===== src/rtl/uart_mem_cmd.sv =====
// UART byte-stream command engine: opcode/address/data bytes become memory word writes,
// or memory reads whose word is returned MSB first to the UART transmitter.
module uart_mem_cmd #(
  parameter int DATA_BYTES  = 2,
  parameter int ADDR_W      = 8,
  parameter int RD_LATENCY  = 1,
  parameter int TIMEOUT_CYC = 100000
) (
  input  logic                    clk_in,
  input  logic                    reset,
  input  logic                    data_rdy,
  input  logic [7:0]              data_in,
  output logic                    write_enable,
  output logic                    rd_en,
  output logic [ADDR_W-1:0]       addr,
  output logic [8*DATA_BYTES-1:0] data_out,
  input  logic [8*DATA_BYTES-1:0] rd_data,
  output logic                    tx_valid,
  output logic [7:0]              tx_data,
  input  logic                    tx_ready,
  output logic                    busy,
  output logic                    err
);

  localparam int W    = 8 * DATA_BYTES;
  localparam int TO_W = $clog2(TIMEOUT_CYC + 1);

  typedef enum logic [2:0] {
    IDLE    = 3'd0,
    ADDR    = 3'd1,
    DATA    = 3'd2,
    WRITE   = 3'd3,
    RD_REQ  = 3'd4,
    RD_WAIT = 3'd5,
    TX      = 3'd6
  } state_t;

  state_t          state, state_nxt;
  logic            data_rdy_q;
  logic            accept;
  logic            is_rd;
  logic            in_cmd;
  logic            timeout;
  logic            in_engine;
  logic [2:0]      byte_cnt;
  logic [2:0]      lat_cnt;
  logic [TO_W-1:0] to_cnt;
  logic [W-1:0]    tx_shreg;

  assign accept    = data_rdy & ~data_rdy_q;
  assign in_cmd    = (state == ADDR) || (state == DATA);
  // An accepted byte always beats an expiring timeout in the same cycle.
  assign timeout   = in_cmd && !accept && (to_cnt == TO_W'(TIMEOUT_CYC - 1));
  assign in_engine = (state == WRITE) || (state == RD_REQ) || (state == RD_WAIT) || (state == TX);
  assign tx_data   = tx_shreg[W-1 -: 8];

  always_ff @(posedge clk_in) begin
    if (reset) state <= IDLE;
    else       state <= state_nxt;
  end

  always_comb begin
    state_nxt    = state;
    write_enable = 1'b0;
    rd_en        = 1'b0;
    tx_valid     = 1'b0;
    busy         = (state != IDLE);
    case (state)
      IDLE: begin
        if (accept && (data_in[7:4] == 4'h6 || data_in[7:4] == 4'h7)) state_nxt = ADDR;
      end
      ADDR: begin
        if (accept)       state_nxt = is_rd ? RD_REQ : DATA;
        else if (timeout) state_nxt = IDLE;
      end
      DATA: begin
        if (accept && byte_cnt == 3'(DATA_BYTES - 1)) state_nxt = WRITE;
        else if (timeout)                             state_nxt = IDLE;
      end
      WRITE: begin
        write_enable = 1'b1;
        state_nxt    = IDLE;
      end
      RD_REQ: begin
        rd_en     = 1'b1;
        state_nxt = RD_WAIT;
      end
      RD_WAIT: begin
        if (lat_cnt == 3'(RD_LATENCY - 1)) state_nxt = TX;
      end
      TX: begin
        tx_valid = 1'b1;
        if (tx_ready && byte_cnt == 3'(DATA_BYTES - 1)) state_nxt = IDLE;
      end
      default: state_nxt = IDLE;
    endcase
  end

  always_ff @(posedge clk_in) begin
    if (reset) begin
      data_rdy_q <= 1'b0;
      err        <= 1'b0;
      is_rd      <= 1'b0;
      addr       <= '0;
      data_out   <= '0;
      byte_cnt   <= '0;
      lat_cnt    <= '0;
      to_cnt     <= '0;
      tx_shreg   <= '0;
    end else begin
      data_rdy_q <= data_rdy;
      err        <= timeout | (accept & in_engine);
      if (accept || !in_cmd) to_cnt <= '0;
      else                   to_cnt <= to_cnt + TO_W'(1);
      case (state)
        IDLE: begin
          if (accept) is_rd <= data_in[4];
        end
        ADDR: begin
          if (accept) begin
            addr     <= data_in[ADDR_W-1:0];
            byte_cnt <= '0;
          end
        end
        DATA: begin
          if (accept) begin
            // Byte k lands in slice DATA_BYTES-1-k so the word fills MSB first.
            for (int i = 0; i < DATA_BYTES; i++) begin
              if (byte_cnt == 3'(DATA_BYTES - 1 - i)) data_out[8*i +: 8] <= data_in;
            end
            byte_cnt <= byte_cnt + 3'd1;
          end
        end
        RD_REQ: lat_cnt <= '0;
        RD_WAIT: begin
          lat_cnt <= lat_cnt + 3'd1;
          if (lat_cnt == 3'(RD_LATENCY - 1)) begin
            tx_shreg <= rd_data;
            byte_cnt <= '0;
          end
        end
        TX: begin
          if (tx_ready) begin
            tx_shreg <= tx_shreg << 8;
            byte_cnt <= byte_cnt + 3'd1;
          end
        end
        default: ;
      endcase
    end
  end

endmodule


===== config.mk =====
export PLATFORM = sky130hd
export DESIGN_NAME = uart_mem_cmd
export DESIGN_NICKNAME = d
export VERILOG_FILES = /design/src/rtl/uart_mem_cmd.sv
export SDC_FILE = /design/constraint.sdc
export NUM_CORES = 1
export LEC_CHECK = 0
export BUFFER_PORTS_ARGS = -buffer_cell sky130_fd_sc_hd__clkbuf_2
export CORE_MARGIN = 2
export CORE_UTILIZATION = 59
export DETAILED_ROUTE_END_ITERATION = 16
export GPL_TIMING_DRIVEN = 1
export PLACE_DENSITY = 0.85
export SLEW_MARGIN = 20
export SYNTH_ARGS = -nofsm -noshare
export SYNTH_HDL_FRONTEND = slang
export SYNTH_SLANG_ARGS = --single-unit

===== constraint.sdc =====
create_clock -name clk_in -period 4.73 [get_ports clk_in]
set_input_delay 0.473 -clock clk_in [delete_from_list [all_inputs] [get_ports clk_in]]
set_output_delay 0.473 -clock clk_in [all_outputs]
set_load 0.02 [all_outputs]

==> summary.md <==
| Metric | Value |
|---|---|
| Status | `finished clean` |
| Vias | `2699` |
| FMAX | `0.3630 GHz` |
| Routed wire per std cell | `14.00 um` |
| Seq/Total Area, Yosys | `42.96%` |
| Final Cycle Share | `58.25%` |
| HP Class | `primary input to register` |
| CTS Hold Bufs | `0` |
| Num CTS Buffers | `9` |
| Die height | `77.83 um` |
| Post-CTS Resized | `0` |
| Row cnt | `26` |
| Pre-antenna DRT Iters | `5` |
| P&R area growth vs syn | `14.55%` |
| Worst slew margin | `39.26%` |
| Post-route minimum period | `2.755 ns` |
| # H-tree levels | `3` |
| Unrepaired setup endpoints after global routing | `false` |
| Fin nets | `446` |
| Grt met3 use | `5.233%` |
| Core footprint | `5172 sq um` |
| I/O Pins | `65` |
| GRT overflow | `0` |
| Critical Path RT | `4.26 ns` |
| Worst setup margin | `1.975 ns` |
| Placement Cell Area | `3467 sq um` |
| Remaining DRCs | `0` |
| Post-synth EDFFs | `0` |
| Worst Path Buf+Inv | `2` |
| Critical path data arrival time | `2.28 ns` |
| Ratio of cells with drive above 1 in the final layout | `21.58%` |
| Worst Setup End Kind | `output port` |
| Commonest non-fill, non-tap cell in the layout | `dfxtp_1` |
| Final setup fails | `0` |
| PD cells | `307.1 nW/um^2` |
| Final std cells w/o fill | `487` |
| Vias/cell | `5.542` |
| Synthesized area per cell | `8.810 sq um` |
| Max Root-Sink Buffers | `2` |
| Worst Path Max Fanout | `18` |
| Vias in the first global route | `2551` |
| Post-Syn Area | `3216 sq um` |
| Async SR Flop Fraction | `0%` |
| Worst-Margin Slew | `0.9111 ns` |
| Number of synthesis warnings | `0` |
| Synthesized flop and latch total | `69` |
| Slew Viols, Final | `0` |
| Main synth FF type | `dfxtp_1` |
| M2 GR Usage | `37.67%` |
| Skew-Pair Late Insertion Delay | `0.35 ns` |
| ANT cells | `0` |
| Global-route wire length before repair | `11390 um` |
| Die W | `77.83 um` |
| Post-CTS setup buffer count | `0` |
| Yosys cell types | `54` |
| Largest net degree at the start of global routing | `50` |
| GPL Wtd Cong | `0.8366` |
| Worst-path cell chain | `nand3b_1, clkinv_1, clkbuf_2` |
| Pleak | `0.001514 uW` |
| Hold Vio Cnt, Final | `0` |
| MaxCap Viol Count | `0` |
| Pre-CTS WS | `2.333 ns` |
| TritonCTS clock tree | `built` |
| Final wirelength | `6818 um` |
| Initial drt markers | `146` |
| Startpoint types | `register` |
| Initial antenna violation count | `0` |
| Tot GR Track Use | `23.62%` |
| Setup Crit Path Kind | `register to output port` |
| GRT Max-Usage Layer | `met2` |
| Buffers on Ports | `64` |
| Final ANT Viol Nets | `0` |
| CTS Root Buffer Type | `clkbuf_8` |
| Syn nets | `399` |
| Reg clk slew, reported paths | `0.08 ns` |
| Commonest non-fill, non-tap cells in the layout | `dfxtp_1, clkbuf_2, nor2_1` |
| Die area | `6057 sq um` |
| CTS sink cnt | `69` |
| Fin area | `3684 sq um` |
| Final Core Density | `71.21%` |
| Crit path max-delay family | `flip-flops` |
| Post-detail-place hpwl | `4762 um` |
| Dpl cells | `471` |
| Worst vdd ir | `0.0002212 V` |
| Critical Path Slowest Stage Cell | `dfxtp_1` |
| Syn Inst Count | `365` |
| Met1 usage | `29.65%` |
| Starting Density | `62.17%` |
| Clock Skew | `0.009425 ns` |
| CP max stage delay | `0.73 ns` |
| Sum Neg Setup Slack | `0 ns` |
## final timing paths
path                                       startpoint                         to  slack (ns)  cells past startpoint
worst max register to register  state[2]$_SDFFE_PP0P_  data_out[13]$_SDFFE_PP0P_        2.57                      4
worst min register to register   addr[3]$_SDFFE_PP0P_       addr[3]$_SDFFE_PP0P_        0.46                      2
worst min-delay path                      rd_data[12]  tx_shreg[12]$_SDFFE_PP0P_        0.36                      3
worst max-delay path            state[0]$_SDFFE_PP0P_                   tx_valid        1.97                      3
## tightest hold or removal path, delay by kind of cell
kind | cells | cell delay, ns
simple gates | 1 | 0.04
buf+inv | 1 | 0.08
compound gates | 1 | 0.08
## layout make-up
| type | count | area, sq um |
|---|---|---|
| clock buffer | 10 | 137.6 |
| clock inverter | 6 | 71.32 |
| fill | 392 | 1489 |
| inverter | 10 | 37.54 |
| multi-input combinational | 258 | 1648 |
| sequential | 69 | 1381 |
| tap | 70 | 87.58 |
| timing repair buffer | 64 | 320.3 |
## registers in the layout, summed over array words and instances (netlist names)
register and cells:
tx_shreg 16, err 1, lat_cnt 3, is_rd 1, addr 8, data_out 16, data_rdy_q 1, byte_cnt 3
state 3, to_cnt 17
## metal layers
metal / share of wire [%] / vias up
met5: 0 / -
met4: 2.4 / 0
met3: 4.7 / 16
met2: 49 / 74
met1: 44 / 1267
li1: - / 1342
## kinds of logic (layout without fill, tap and decap cells)
logic type	Yosys count	in the layout	synth area share (%)
simple gates	164	164	26.81
buf+inv	38	90	6.031
compound gates	48	48	9.416
xor+xnor	15	15	4.669
flops	69	69	42.96
mux	25	25	7.782
fa+ha+maj	6	6	2.335
## through the flow
stage                     total power [uW]  hold slack [ns]
after floorplan                      624.2           0.4492
after global placement               642.8           0.4453
after detailed placement             643.4           0.4473
after CTS                             1135           0.3542
after global routing                  1164           0.3642
final                                 1131           0.3588
## cells in the mapped netlist, types with 2 or more instances
master      n  area (sq um)
a211oi_1    2         15.01
o21a_1      2         15.01
inv_1       9         33.78
xor2_1      7         61.31
mux2i_1    25         250.2
xnor2_1     7         61.31
and2_0      2         12.51
nor2b_1     7         43.79
nand3_1    15         75.07
ha_1        6         75.07
a311oi_1    8         70.07
and2_1      7         43.79
nand2b_1    4         25.02
nor2_1     54         202.7
nand4bb_1   2         22.52
nand4_1     4         25.02
and3_1      3         18.77
clkbuf_1    9         33.78
o31ai_1     2         15.01
or3_1       2         12.51
nand2_1    37         138.9
o21ai_0     9         45.04
and4_1      3         26.28
nor3_1      5         25.02
buf_4      11         82.58
dfxtp_1    69          1381
nor4_1      2         12.51
a21oi_1    19         95.09
buf_2       7         35.03
nand3b_1    2         15.01
## report_power, final
| part | internal [uW] | leakage, uW | switching [uW] | total, uW |
|---|---|---|---|---|
| combinational | 17.5 | 0.000859 | 27.2 | 44.7 |
| sequential | 583 | 0.000556 | 3.22 | 586 |
| clock | 261 | 0.0000991 | 240 | 501 |
| total | 861 | 0.00151 | 270 | 1130 |
Power figures use the tool's default switching activity.
